===== config.mk =====
export PLATFORM = sky130hd
export DESIGN_NAME = muldiv_sequencer
export DESIGN_NICKNAME = d
export VERILOG_FILES = /design/src/rtl/muldiv_sequencer.sv
export SDC_FILE = /design/constraint.sdc
export NUM_CORES = 1
export LEC_CHECK = 0
export CAP_MARGIN = 40
export CORE_MARGIN = 2
export CORE_UTILIZATION = 45
export CTS_CLUSTER_SIZE = 12
export DETAILED_ROUTE_END_ITERATION = 12
export DONT_BUFFER_PORTS = 1
export HOLD_SLACK_MARGIN = 0.15
export PLACE_DENSITY = 0.71
export SYNTH_ARGS = -nofsm -noshare
export SYNTH_HDL_FRONTEND = slang
export SYNTH_SLANG_ARGS = --single-unit

===== constraint.sdc =====
create_clock -name clk -period 6.3 [get_ports clk]
set_input_delay 0.63 -clock clk [delete_from_list [all_inputs] [get_ports clk]]
set_output_delay 0.63 -clock clk [all_outputs]
set_load 0.01 [all_outputs]

===== src/rtl/muldiv_sequencer.sv =====
// Control FSM sequencing a multi-cycle multiply/divide core for the execute stage,
// with MADD/MSUB accumulation, stall hold, bubble abort and a busy timeout.
// Optional: define MULDIV_SEQ_DIVZERO_FAST_EN to resolve divide-by-zero without the core.
module muldiv_sequencer #(
    parameter int TIMEOUT = 64,
    parameter int CW      = 7
) (
    input  logic        clk,
    input  logic        reset,
    input  logic        clear,
    input  logic        hold_result,
    input  logic [3:0]  muldiv_funct,
    input  logic [31:0] rs,
    input  logic [31:0] rt,
    input  logic [31:0] hi_in,
    input  logic [31:0] lo_in,
    output logic        core_start,
    output logic        core_abort,
    output logic        core_div,
    output logic        core_signed,
    output logic [31:0] core_a,
    output logic [31:0] core_b,
    input  logic [31:0] core_hi,
    input  logic [31:0] core_lo,
    input  logic        core_done,
    output logic [31:0] hi_out,
    output logic [31:0] lo_out,
    output logic        wait_result,
    output logic        timeout
);

    localparam logic [1:0] S_IDLE = 2'd0;
    localparam logic [1:0] S_BUSY = 2'd1;
    localparam logic [1:0] S_DONE = 2'd2;

    localparam logic [3:0] F_MULT  = 4'd1;
    localparam logic [3:0] F_MULTU = 4'd2;
    localparam logic [3:0] F_DIV   = 4'd3;
    localparam logic [3:0] F_DIVU  = 4'd4;
    localparam logic [3:0] F_MADD  = 4'd5;
    localparam logic [3:0] F_MADDU = 4'd6;
    localparam logic [3:0] F_MSUB  = 4'd7;
    localparam logic [3:0] F_MSUBU = 4'd8;

    localparam logic [CW-1:0] CNT_LAST = CW'(TIMEOUT - 1);
    localparam logic [CW-1:0] CNT_ONE  = CW'(1);

    function automatic logic funct_valid(input logic [3:0] f);
        return (f >= F_MULT) && (f <= F_MSUBU);
    endfunction

    function automatic logic funct_is_div(input logic [3:0] f);
        return (f == F_DIV) || (f == F_DIVU);
    endfunction

    function automatic logic funct_is_signed(input logic [3:0] f);
        return (f == F_MULT) || (f == F_DIV) || (f == F_MADD) || (f == F_MSUB);
    endfunction

    function automatic logic funct_is_acc(input logic [3:0] f);
        return (f == F_MADD) || (f == F_MADDU) || (f == F_MSUB) || (f == F_MSUBU);
    endfunction

    function automatic logic funct_is_sub(input logic [3:0] f);
        return (f == F_MSUB) || (f == F_MSUBU);
    endfunction

    // Accumulation is plain 64-bit two's complement on the core's raw bits.
    function automatic logic [63:0] acc_result(input logic [63:0] base,
                                               input logic [63:0] prod,
                                               input logic        acc,
                                               input logic        sub);
        logic [63:0] r;
        if (!acc) begin
            r = prod;
        end else if (sub) begin
            r = base - prod;
        end else begin
            r = base + prod;
        end
        return r;
    endfunction

    logic [1:0]    state_q,       state_d;
    logic [CW-1:0] cnt_q,         cnt_d;
    logic          core_start_q,  core_start_d;
    logic          core_abort_q,  core_abort_d;
    logic          core_div_q,    core_div_d;
    logic          core_signed_q, core_signed_d;
    logic          acc_q,         acc_d;
    logic          sub_q,         sub_d;
    logic [31:0]   core_a_q,      core_a_d;
    logic [31:0]   core_b_q,      core_b_d;
    logic [63:0]   base_q,        base_d;
    logic [31:0]   hi_out_q,      hi_out_d;
    logic [31:0]   lo_out_q,      lo_out_d;
    logic          timeout_q,     timeout_d;

    logic          req_s;
    logic [63:0]   res_s;

    assign req_s = funct_valid(muldiv_funct) && !clear;
    assign res_s = acc_result(base_q, {core_hi, core_lo}, acc_q, sub_q);

    // Next-state and datapath register updates for the sequencer.
    always_comb begin
        state_d       = state_q;
        cnt_d         = cnt_q;
        core_start_d  = 1'b0;
        core_abort_d  = 1'b0;
        core_div_d    = core_div_q;
        core_signed_d = core_signed_q;
        acc_d         = acc_q;
        sub_d         = sub_q;
        core_a_d      = core_a_q;
        core_b_d      = core_b_q;
        base_d        = base_q;
        hi_out_d      = hi_out_q;
        lo_out_d      = lo_out_q;
        timeout_d     = timeout_q;

        case (state_q)
            S_IDLE: begin
                if (req_s) begin
                    core_a_d      = rs;
                    core_b_d      = rt;
                    core_div_d    = funct_is_div(muldiv_funct);
                    core_signed_d = funct_is_signed(muldiv_funct);
                    acc_d         = funct_is_acc(muldiv_funct);
                    sub_d         = funct_is_sub(muldiv_funct);
                    base_d        = {hi_in, lo_in};
                    cnt_d         = '0;
`ifdef MULDIV_SEQ_DIVZERO_FAST_EN
                    if (funct_is_div(muldiv_funct) && (rt == 32'd0)) begin
                        state_d  = S_DONE;
                        hi_out_d = rs;
                        lo_out_d = 32'hFFFF_FFFF;
                    end else begin
                        state_d      = S_BUSY;
                        core_start_d = 1'b1;
                    end
`else
                    state_d      = S_BUSY;
                    core_start_d = 1'b1;
`endif
                end else begin
                    state_d = S_IDLE;
                end
            end
            S_BUSY: begin
                // A bubble beats a finishing core: its result is thrown away.
                if (clear) begin
                    core_abort_d = 1'b1;
                    state_d      = S_IDLE;
                end else if (core_done) begin
                    hi_out_d = res_s[63:32];
                    lo_out_d = res_s[31:0];
                    state_d  = S_DONE;
                end else if (cnt_q == CNT_LAST) begin
                    core_abort_d = 1'b1;
                    timeout_d    = 1'b1;
                    hi_out_d     = 32'd0;
                    lo_out_d     = 32'd0;
                    state_d      = S_DONE;
                end else begin
                    cnt_d = cnt_q + CNT_ONE;
                end
            end
            S_DONE: begin
                if (clear) begin
                    state_d = S_IDLE;
                end else if (hold_result) begin
                    state_d = S_DONE;
                end else begin
                    state_d = S_IDLE;
                end
            end
            default: begin
                state_d = S_IDLE;
            end
        endcase
    end

    // Stall request: combinational so the pipeline stalls in the request cycle itself.
    always_comb begin
        wait_result = 1'b0;
        case (state_q)
            S_IDLE:  wait_result = req_s;
            S_BUSY:  wait_result = 1'b1;
            S_DONE:  wait_result = 1'b0;
            default: wait_result = 1'b0;
        endcase
    end

    // State and output registers with synchronous reset.
    always_ff @(posedge clk) begin
        if (reset) begin
            state_q       <= S_IDLE;
            cnt_q         <= '0;
            core_start_q  <= 1'b0;
            core_abort_q  <= 1'b0;
            core_div_q    <= 1'b0;
            core_signed_q <= 1'b0;
            acc_q         <= 1'b0;
            sub_q         <= 1'b0;
            core_a_q      <= 32'd0;
            core_b_q      <= 32'd0;
            base_q        <= 64'd0;
            hi_out_q      <= 32'd0;
            lo_out_q      <= 32'd0;
            timeout_q     <= 1'b0;
        end else begin
            state_q       <= state_d;
            cnt_q         <= cnt_d;
            core_start_q  <= core_start_d;
            core_abort_q  <= core_abort_d;
            core_div_q    <= core_div_d;
            core_signed_q <= core_signed_d;
            acc_q         <= acc_d;
            sub_q         <= sub_d;
            core_a_q      <= core_a_d;
            core_b_q      <= core_b_d;
            base_q        <= base_d;
            hi_out_q      <= hi_out_d;
            lo_out_q      <= lo_out_d;
            timeout_q     <= timeout_d;
        end
    end

    assign core_start  = core_start_q;
    assign core_abort  = core_abort_q;
    assign core_div    = core_div_q;
    assign core_signed = core_signed_q;
    assign core_a      = core_a_q;
    assign core_b      = core_b_q;
    assign hi_out      = hi_out_q;
    assign lo_out      = lo_out_q;
    assign timeout     = timeout_q;

endmodule


# After elaboration in Yosys (flattened, before gate mapping)
# Cells that the tools add are included.
# totals
reg_bits	208
inputBits	201
output_inout_bits	134
word_cells	80
# classes
n_addsub	3
magnitude_cmp	2
eq_ne	15
mux	22
n_bitwise	4
reduce_logical	20
# op_table
operator	n
64-bit two-way mux	2
32-bit two-way mux	3
64-bit adder	1
64-bit subtractor	1
7-bit two-way mux	4
4-bit by 3-bit == test with 1-bit output (second input constant)	4
7-bit one-hot mux with 2 select lines	1
2-bit two-way mux	5
1-bit logical OR	8
2-bit inequality test (second input constant)	4
7-bit by 1-bit adder with 7-bit output (second input constant)	1
7-bit by 6-bit == test with 1-bit output (second input constant)	1
2-bit one-hot mux with 3 select lines	1
1-bit two-way mux	5
5-bit AND reduction	1
4-bit by 1-bit == test with 1-bit output (second input constant)	1
4-bit by 2-bit == test with 1-bit output (second input constant)	1
4-bit == test (second input constant)	1
4-bit by 1-bit >= comparator with 1-bit output (second input constant)	1
4-bit <= comparator (second input constant)	1
4-bit inequality test (second input constant)	1
1-bit inverter	4
4-bit AND reduction	1
2-bit nonzero test	2
9 further kinds	11

# Logic depth before layout (Yosys ltp)
# logic_depth
depth_word	5
depth_mapped	22

# Worst setup path before layout
# No wires, ideal clock.
# synth_path
path_type	input-to-reg
start	in core_lo[22]
end	reg hi_out_q[31] (netlist: hi_out[31])
setup_ns	0.134
t_arrival_ns	4.515
t_required_ns	6.166
setup_slack_ns	1.651
cell_stages	18
n_path_buf	1
path_cell_list	nor3_1 -> nand2_1 -> nor4_1 -> nand3_1 -> nor4_1 -> and2_1 -> clkbuf_1 -> a21oi_1 -> xnor2_1 -> ha_1 -> and3_1 -> nand4_1 -> a2111oi_4 -> nor3_2 -> o41a_1 -> o31ai_2 -> xnor2_1 -> o22ai_1
# synth_via
elab_chain_len	4
# synth_rtl
element	line_no	source
start, declared	24	input logic [31:0] core_lo,
64-bit adder or 64-bit subtractor (tied branches)	79, 77	
64-bit two-way mux *	76	end else if (sub) begin
64-bit two-way mux *	74	if (!acc) begin
32-bit two-way mux *	155	end else if (core_done) begin
end signal, assigned	224	hi_out_q <= hi_out_d;
end, declared	95	logic [31:0] hi_out_q, hi_out_d;
# Mark *: on every way between the ends. The rest lies on a longest branch, timed or not.
# A chain may end at the register's enable or synchronous reset.

# Worst setup path in the final report
# layout_path
start	in core_lo[6]
end	reg hi_out_q[29] (netlist: hi_out[29])
# Same word-level chain as after synthesis.

==> flow_summary_export.csv <==
group,metric,value,unit
outcome,status,"completed",
grt,gr-total-overflow,0,
timing,drv_slew,0,
logic_synthesis,ys_types,62,
logic_synthesis,synth_area_per_cell,7.38,sq um
placement,gp_congestion,0.916,
timing,period_needed,5.40,ns
logic_synthesis,synth-seq-cells,208,
floorplan,core-area,0.0276,sq mm
power_and_ir_drop,p_per_area,265,mW/mm^2
timing,worstMarginPinSlew,1.02,ns
setup_path,reg2reg_from,"sub_q",
logic_synthesis,synth-seq-area-share,33.2,%
setup_path,startpoint,"core_lo[6]",
drt,avgRoutedWirePerCell,20.2,um
final_layout,fill_cells,2749,
grt,antenna_found_initial,1,
clock_network,h-tree-depth,1,
grt,grt_pass1_vias,11385,
logic_synthesis,synth_edf_count,0,
final_layout,fin_nets,1903,
timing,timing.hold.ws,0.190,ns
setup_path,cp.arrival,5.78,ns
logic_synthesis,syn_nets,1966,
setup_path,worst-endpoint-required,6.69,ns
timing,finalSetupViolations,0,
clock_network,cts_buffer_depth,3,
logic_synthesis,synth_area,0.0125,sq mm
timing,setup_ws,0.902,ns
flow_run,drv_cap,0,
logic_synthesis,postSynthCellCount,1699,
placement,portBuffers,0,
logic_synthesis,synth_xor_area_share,8.73,%
logic_synthesis,synthMuxAreaShare,1.30,%
clock_network,cts-root-buf,"clkbuf_16",
timing,clock_skew,0.0172,ns
timing,setup-tns-final,0,ns
timing,fmax,185,MHz
logic_synthesis,yosysWarnings,0,
power_and_ir_drop,ir_drop,0.000165,V
timing,relSlewSlack,30.2,%
clock_network,cts.sinks,208,
timing,finalHoldViolCount,0,
logic_synthesis,synth_top_flop_cell,"dfxtp_1",
grt,grt_max_degree,200,
timing,min_period_over_period,85.7,%
power_and_ir_drop,leakage,5.10,nW
logic_synthesis,synth-simple-area-share,22.2,%
clock_network,cts_buffers,24,
clock_network,clk_pin_slew,0.06,ns
clock_network,cts_tree,"yes",
timing,rsz0062_at_grt,"no",
worst_hold_path,hp-start,"reset",
worst_hold_path,hold_depth,1,
drt,wirelength,41000,um
final_layout,multi_input_area,0.00793,sq mm
grt,grt_usage,26.9,%
clock_network,clock_latency,0.53,ns
logic_synthesis,async_flop_share,0,%
final_layout,drive_gt1_share,3.81,%
drt,via_per_inst,5.93,
floorplan,dieWidth,171,um
final_layout,register_area,0.00417,sq mm
grt,grt_pass1_wl,62600,um
floorplan,start_util,45.4,%
drt,drtPass1Iterations,6,
logic_synthesis,synth_compound_area_share,24.0,%
worst_hold_path,min-delay-path-class,"primary input to flip-flop",
floorplan,placement_rows,61,
logic_synthesis,synthAdderAreaFrac,6.64,%
floorplan,dieArea,0.0292,sq mm
clock_network,cts-resized-gates,0,
floorplan,io_pins,335,
drt,detail-route-antenna-nets,0,
placement,hpwl,30600,um
setup_path,worstSetupStartpointType,"primary input",
setup_path,worstSetupPathType,"primary input to flip-flop",
setup_path,reg2reg_depth,12,
setup_path,critical_path.max_fanout,8,
drt,drc,0,
floorplan,fp.dieH,171,um
setup_path,endpoint_kind,"flip-flop",
drt,vias,12039,
logic_synthesis,synth_top_family_by_area,"compound AO/OA/AOI/OAI gates",
placement,pre_cts_slack,0.608,ns
final_layout,area_growth,8.49,%
drt,drt-initial-drc-count,953,
## sequential cells by signal (all words and copies together) (netlist names)
signal,count
acc_q,1
base_q,64
cnt_q,7
core_a,32
core_abort,1
core_b,32
core_div,1
core_signed,1
core_start,1
hi_out,32
lo_out,32
state_q,2
sub_q,1
timeout,1
## worst max-delay path, stage by stage
cell and delay (ns):
or4_1 0.56, nor3_1 0.50, nand2_1 0.25, nor2_1 0.31, a21oi_1 0.14, xnor2_1 0.16
ha_1 0.43, nand4_1 0.16, nor4_1 0.53, nand4_1 0.16, a21oi_1 0.16, nor3_1 0.08
buf_4 0.16, a2111oi_0 0.91, o211a_1 0.23, a2bb2oi_1 0.21, xnor2_1 0.13, o21ai_0 0.08
## worst paths after layout
kind	to	slack (ns)
max	hi_out[29]	0.90
min	lo_out[11]	0.19
max reg2reg	hi_out[28]	1.92
min reg2reg	base_q[0]	0.45
## logic make-up after synthesis
kind of cell,after synthesis
compound gates,499
xor+xnor,125
fa+ha+maj,66
buf+inv,128
flops,208
mux,16
simple gates,657
## cell usage in the layout, fill, tap and decap left out, types with 19 or more instances in the layout
master and count:
xor2_1 33, a22oi_1 19, ha_1 65, a222oi_1 22, inv_1 24, nand2_1 344, nand4_1 22, a31oi_1 24
a21o_1 32, dfxtp_1 207, a21oi_1 266, clkbuf_16 25, nor2_1 169, xnor2_1 92, o21ai_0 62, nor3_1 35
## cells in the mapped netlist, types with 6 or more instances
cell type    n  area share, %
nand2_1    344             10
a21oi_1    266             11
dfxtp_1    208             33
nor2_1     171            5.1
xnor2_1     92            6.4
clkbuf_1    89            2.7
ha_1        65            6.5
o21ai_0     62            2.5
nor3_1      36            1.4
xor2_1      33            2.3
a21o_1      32            1.9
a31oi_1     24            1.2
inv_1       24           0.72
a222oi_1    22            1.8
nand4_1     22            1.1
a22oi_1     19            1.1
nor4_1      16           0.80
mux2i_1     14            1.1
nand2b_1    13           0.65
o21bai_1    13           0.78
nand3_1     11           0.44
nor2b_1     10           0.50
buf_1        9           0.27
a211oi_1     8           0.48
or3_1        8           0.40
o21a_1       7           0.42
and2_1       6           0.30
and3_1       6           0.30
## power by group
group          switching [mW]  internal (mW)  leakage (nW)
Clock                   0.556          0.835         0.375
Combinational           0.479          0.297          3.04
Sequential             0.0605           1.37          1.69
## routing by layer
layer | vias to the layer above | GRT usage, % | routed length [um]
li1 | 5828 | - | -
met1 | 5572 | 33.2 | 16300
met2 | 558 | 45.8 | 19100
met3 | 81 | 6.80 | 4150
met4 | 0 | 9.14 | 1360
met5 | - | 0 | 0
## timing repair
item,CTS,global route
hold endpoints to repair,1,0
setup endpoints to repair,0,0
hold buffers,1,0
setup buffers,0,0
## per-stage QoR
stage,cell area (sq um),power (mW),instances,utilization [%]
after detailed placement,12800,2.22,1987,46.4
after CTS,13600,3.63,2030,49.2
after floorplan,12500,2.06,1699,-
after global placement,12700,2.21,1983,46.1
final,13600,3.60,2031,49.2
after global routing,13600,3.77,2031,49.2
## final cells by class
| type | instances | share of cell area, % |
|---|---|---|
| multi-input cells | 1363 | 58.3 |
| flip-flops and latches | 208 | 30.6 |
| well taps | 378 | 3.48 |
| clock inverters | 3 | 0.331 |
| diodes | 1 | 0.0184 |
| inverters | 25 | 0.690 |
| clock buffers | 39 | 5.43 |
| repair buffers | 14 | 1.17 |
(Power assumes the default switching activity.)
